`src/rtl/framebuffer_fill_engine.sv`:
```
// Solid-colour rectangle fill engine: clips a rectangle to the 320x240 frame and
// issues one 32-bit byte-enabled write per covered word toward the framebuffer.
module framebuffer_fill_engine #(
  parameter logic [31:0] FB_BASE      = 32'hFF00_0000,
  parameter logic [31:0] FRAME_OFFSET = 32'h0010_0000,
  parameter int          H_RES        = 320,
  parameter int          V_RES        = 240
) (
  input  logic        clock,
  input  logic        reset,
  input  logic        cmd_start,
  input  logic [8:0]  cmd_x,
  input  logic [7:0]  cmd_y,
  input  logic [8:0]  cmd_width,
  input  logic [7:0]  cmd_height,
  input  logic [7:0]  cmd_color,
  input  logic        cmd_frame,
  output logic        busy,
  output logic        done,
  output logic        bus_request,
  input  logic        bus_grant,
  output logic [31:0] bus_address,
  output logic [31:0] bus_write_data,
  output logic [3:0]  bus_byte_enable,
  output logic        bus_write_enable
);

  localparam logic [1:0] S_IDLE  = 2'd0;
  localparam logic [1:0] S_SETUP = 2'd1;
  localparam logic [1:0] S_WRITE = 2'd2;
  localparam logic [1:0] S_DONE  = 2'd3;

  logic [1:0] state_q, state_d;
  logic [8:0] x_q, x_d;
  logic [7:0] y_q, y_d;
  logic [8:0] w_q, w_d;
  logic [7:0] h_q, h_d;
  logic [7:0] color_q, color_d;
  logic       frame_q, frame_d;
  logic [9:0] xe_q, xe_d;
  logic [9:0] ye_q, ye_d;
  logic [7:0] line_q, line_d;
  logic [6:0] word_q, word_d;

  logic [9:0] x_end, y_end, xe_calc, ye_calc;
  logic       empty_rect;

  // Clip against the frame edges at 10 bits so x+width never wraps.
  always_comb begin
    x_end      = {1'b0, x_q} + {1'b0, w_q};
    y_end      = {2'b00, y_q} + {2'b00, h_q};
    xe_calc    = ((x_end > 10'(H_RES)) ? 10'(H_RES) : x_end) - 10'd1;
    ye_calc    = ((y_end > 10'(V_RES)) ? 10'(V_RES) : y_end) - 10'd1;
    empty_rect = (w_q == 9'd0) || (h_q == 8'd0) ||
                 ({1'b0, x_q} >= 10'(H_RES)) || ({2'b00, y_q} >= 10'(V_RES));
  end

  always_comb begin
    state_d = state_q;
    x_d     = x_q;
    y_d     = y_q;
    w_d     = w_q;
    h_d     = h_q;
    color_d = color_q;
    frame_d = frame_q;
    xe_d    = xe_q;
    ye_d    = ye_q;
    line_d  = line_q;
    word_d  = word_q;
    case (state_q)
      S_IDLE: begin
        if (cmd_start) begin
          x_d     = cmd_x;
          y_d     = cmd_y;
          w_d     = cmd_width;
          h_d     = cmd_height;
          color_d = cmd_color;
          frame_d = cmd_frame;
          state_d = S_SETUP;
        end
      end
      S_SETUP: begin
        xe_d    = xe_calc;
        ye_d    = ye_calc;
        line_d  = y_q;
        word_d  = x_q[8:2];
        state_d = empty_rect ? S_DONE : S_WRITE;
      end
      S_WRITE: begin
        // The presented write retires only in a granted cycle; otherwise hold.
        if (bus_grant) begin
          if ({1'b0, word_q} < xe_q[9:2]) begin
            word_d = word_q + 7'd1;
          end else if ({2'b00, line_q} < ye_q) begin
            line_d = line_q + 8'd1;
            word_d = x_q[8:2];
          end else begin
            state_d = S_DONE;
          end
        end
      end
      default: state_d = S_IDLE;
    endcase
  end

  always_ff @(posedge clock or negedge reset) begin
    if (!reset) begin
      state_q <= S_IDLE;
      x_q     <= '0;
      y_q     <= '0;
      w_q     <= '0;
      h_q     <= '0;
      color_q <= '0;
      frame_q <= 1'b0;
      xe_q    <= '0;
      ye_q    <= '0;
      line_q  <= '0;
      word_q  <= '0;
    end else begin
      state_q <= state_d;
      x_q     <= x_d;
      y_q     <= y_d;
      w_q     <= w_d;
      h_q     <= h_d;
      color_q <= color_d;
      frame_q <= frame_d;
      xe_q    <= xe_d;
      ye_q    <= ye_d;
      line_q  <= line_d;
      word_q  <= word_d;
    end
  end

  logic        in_write;
  logic [31:0] frame_base, word_addr;
  logic [3:0]  lane_en;
  logic [9:0]  px;

  always_comb begin
    in_write   = (state_q == S_WRITE);
    frame_base = frame_q ? (FB_BASE + FRAME_OFFSET) : FB_BASE;
    word_addr  = frame_base + (32'(line_q) * 32'(H_RES)) + {23'd0, word_q, 2'b00};
    lane_en    = 4'b0000;
    px         = '0;
    for (int k = 0; k < 4; k++) begin
      px         = {1'b0, word_q, 2'(k)};
      lane_en[k] = (px >= {1'b0, x_q}) && (px <= xe_q);
    end
  end

  // Bus outputs are driven only while a write is presented and read zero otherwise.
  assign busy             = (state_q != S_IDLE);
  assign done             = (state_q == S_DONE);
  assign bus_write_enable = in_write;
  assign bus_request      = in_write;
  assign bus_address      = in_write ? word_addr : 32'd0;
  assign bus_write_data   = in_write ? {4{color_q}} : 32'd0;
  assign bus_byte_enable  = in_write ? lane_en : 4'b0000;

endmodule
```
`config.mk`:
```
export PLATFORM = sky130hd
export DESIGN_NAME = framebuffer_fill_engine
export DESIGN_NICKNAME = d
export VERILOG_FILES = /design/src/rtl/framebuffer_fill_engine.sv
export SDC_FILE = /design/constraint.sdc
export NUM_CORES = 1
export LEC_CHECK = 0
export CAP_MARGIN = 0
export CORE_ASPECT_RATIO = 1.25
export CORE_UTILIZATION = 40
export DETAILED_ROUTE_END_ITERATION = 12
export GPL_ROUTABILITY_DRIVEN = 1
export GPL_TIMING_DRIVEN = 0
export PLACE_DENSITY_LB_ADDON = 0.3
export SLEW_MARGIN = 20
export SYNTH_ARGS = -nofsm -noshare
export SYNTH_HDL_FRONTEND = slang
export SYNTH_SLANG_ARGS = --single-unit
```
`constraint.sdc`:
```
create_clock -name clock -period 6.95 [get_ports clock]
set_clock_uncertainty 0.2 [all_clocks]
set_input_delay 0.695 -clock clock [delete_from_list [all_inputs] [get_ports clock]]
set_output_delay 0.695 -clock clock [all_outputs]
set_load 0.02 [all_outputs]
```
==> run metrics <==
ratio of cells with drive above 1 in the final layout 16.5%; CTS tree yes; Post-synth EDFFs 0; Final Max Tran Viols 0; routed wl met2 8310 um; Reg2Reg Launch Point x_q[0]$_DFFE_PN0P_; Total Wirelength 15700 um; delay-heaviest family, CP adder cells; overall die area 16400 sq um; Setup-failing EPs final 0; Avg WL per Cell 15.6 um; worst setup margin 2.43 ns; number of cell rows 51; Post-CTS Resized 0; async set-reset flop share out of synthesis 100%; Synth Area in XOR/XNOR 4.25%; worst-path fanout max 8; Least-Margin Pin Slew 0.808 ns; MaxCap Viol Count 0; Post-route DRC 0; Synth Cell Area 6360 sq um; Reg2Reg Setup Slack 3.02 ns; crit path cell chain ha_1, ha_1, inv_1, fa_1, nor2b_1, o21ai_0, a21boi_0, nor2_1, and3_1, a2111o_1, nand2_1, clkdlybuf4s50_1; DR pass1 iterations 4; compound-gate portion of the synthesized area 18.6%; CP peak stage delay 0.60 ns; CP Data Required Time 6.05 ns; prevailing post-synth register cell dfrtp_1; Worst-path clk slew 0.06 ns; FMAX 221 MHz; Cell variety after synth 77; multiplexer area fraction after synthesis 9.75%; I/O pin count 119; I/O Buffers 110; gpl congestion 0.873; Top cell by count, worst path ha_1; die width 115 um; RR Endpoint xe_q[8]$_DFFE_PN0P_; final hold vios 0; Max Used Layer met4; setup_tns 0 ns; number of hold buffers added after CTS 0; max-slew headroom at the worst pin 46.1%; Worst Hold Class in -> async; initial antenna violation count 0; #FFs+latches synth 80; average cell area after synthesis 9.59 sq um; commonest non-fill, non-tap cell in the layout clkdlybuf4s50_1; RSZ-0062 raised after global routing no; Worst Reg-to-Reg Cells 14; Worst Path Arrival 3.63 ns; worst slack, placed 2.78 ns; Via density 5.23; Worst setup EP type output port; CP startpoint kind register; Tcrit/Tclk final 65.1%; Max clock buf depth 2; # diodes 0; met3 WL 513 um; post-synthesis cell count 664; Bufs and invs on worst path 2; minimum clock period 4.52 ns; detailed-route via count 5281; most frequent cells in the layout clkdlybuf4s50_1 (109), dfrtp_1 (80), ha_1 (63); die height 143 um; Post-CTS Setup Bufs 0; first-pass GRT wire length 24900 um; largest family of logic cells by synthesized area compound AO/OA/AOI/OAI gates; Starting Density 40.9%; H-tree levels 3; Synth Area in Simple Gates 13.9%; Nets 907; GRT overflow 0; vias in the first global route 4998; Synth Area in Adders 13.6%; hpwl dp 12400 um; synth warn 0; CP max stage cell clkdlybuf4s50_1; status completed; Layout area overhead 27.0%; GR Util All Layers 19.7%; Placeable Area 15600 sq um; WL met1 6560 um; Sink Count 80; crit path kind reg -> out; Initial DRC Count 227; largest net degree at the start of global routing 42; fillcell total 1505; Final ANT Viol Nets 0; Num CTS Buffers 9; Clock Root Buffer clkbuf_16; register area share after synthesis 31.5%; worst-skew pair later-pin latency 0.35 ns
Yosys cell counts, drive strengths merged (5+ instances only):
cell	number	area [sq um]
a211oi	14	115
a21boi	5	37.5
a21o	16	120
a21oi	29	156
a31oi	14	103
and2	19	119
buf	41	308
clkbuf	14	52.6
dfrtp	80	2000
ha	63	788
inv	45	169
mux2	48	541
mux2i	8	80.1
nand2	26	97.6
nand2b	6	37.5
nand3	14	70.1
nand4	6	37.5
nor2	43	164
nor2b	15	93.8
nor3	7	35.0
nor3b	6	50.1
nor4	5	31.3
o21ai	35	179
o22ai	6	43.8
xnor2	21	191
xor2	9	78.8
worst max path at each step:
stage / startpoint / to / slack, ns / cells after the start
CTS: line_q[1]$_DFFE_PN0P_ / bus_address[15] / 2.40 / 12
floorplan: state_q[0]$_DFFE_PN0P_ / bus_byte_enable[2] / 3.39 / 6
detailed placement: line_q[1]$_DFFE_PN0P_ / bus_address[15] / 2.78 / 12
global placement: reset / y_q[7]$_DFFE_PN0P_ / 2.00 / 1
global route: line_q[1]$_DFFE_PN0P_ / bus_address[15] / 2.16 / 12
finish: line_q[1]$_DFFE_PN0P_ / bus_address[15] / 2.43 / 12
sequential cells by signal, indices dropped and copies added, names as in the netlist, 7 cells and up:
signal	flops
word_q	7
x_q	9
ye_q	10
line_q	8
xe_q	10
w_q	9
y_q	8
h_q	8
color_q	8
layout make-up:
class                           count  area (sq um)  share of cell area, %
Timing Repair Buffer              111          1120                   13.8
Multi-Input combinational cell    490          3860                   47.7
Clock buffer                       10           239                   2.96
Tap cell                          212           265                   3.28
Buffer                             55           360                   4.46
Inverter                           46           173                   2.14
Sequential cell                    80          2000                   24.8
Clock inverter                      6          68.8                  0.851
per-layer routing:
metal	vias to the layer above	GRT usage, %
li1	2629	-
met1	2524	22.7
met2	105	36.9
met3	23	2.29
met4	0	7.72
met5	-	0
metrics by stage:
step           utilization [%]  instance area (sq um)  hold WS, ns  std cells
2_1_floorplan                -                   6390        0.199        671
3_3_place_gp              49.8                   7760        0.280        993
3_5_place_dp              49.9                   7770        0.288        994
4_1_cts                   51.9                   8080        0.143       1010
5_1_grt                   51.9                   8080        0.180       1010
6_report                  51.9                   8080        0.123       1010
logic make-up after synthesis:
logic type	Yosys count
simple gates	166
compound gates	163
buf+inv	101
flops	80
fa+ha+maj	67
mux	56
xor+xnor	30
other cells	1
Power is not shown: default switching activity piles up to over one toggle a cycle in this logic, so the estimate is an artifact.
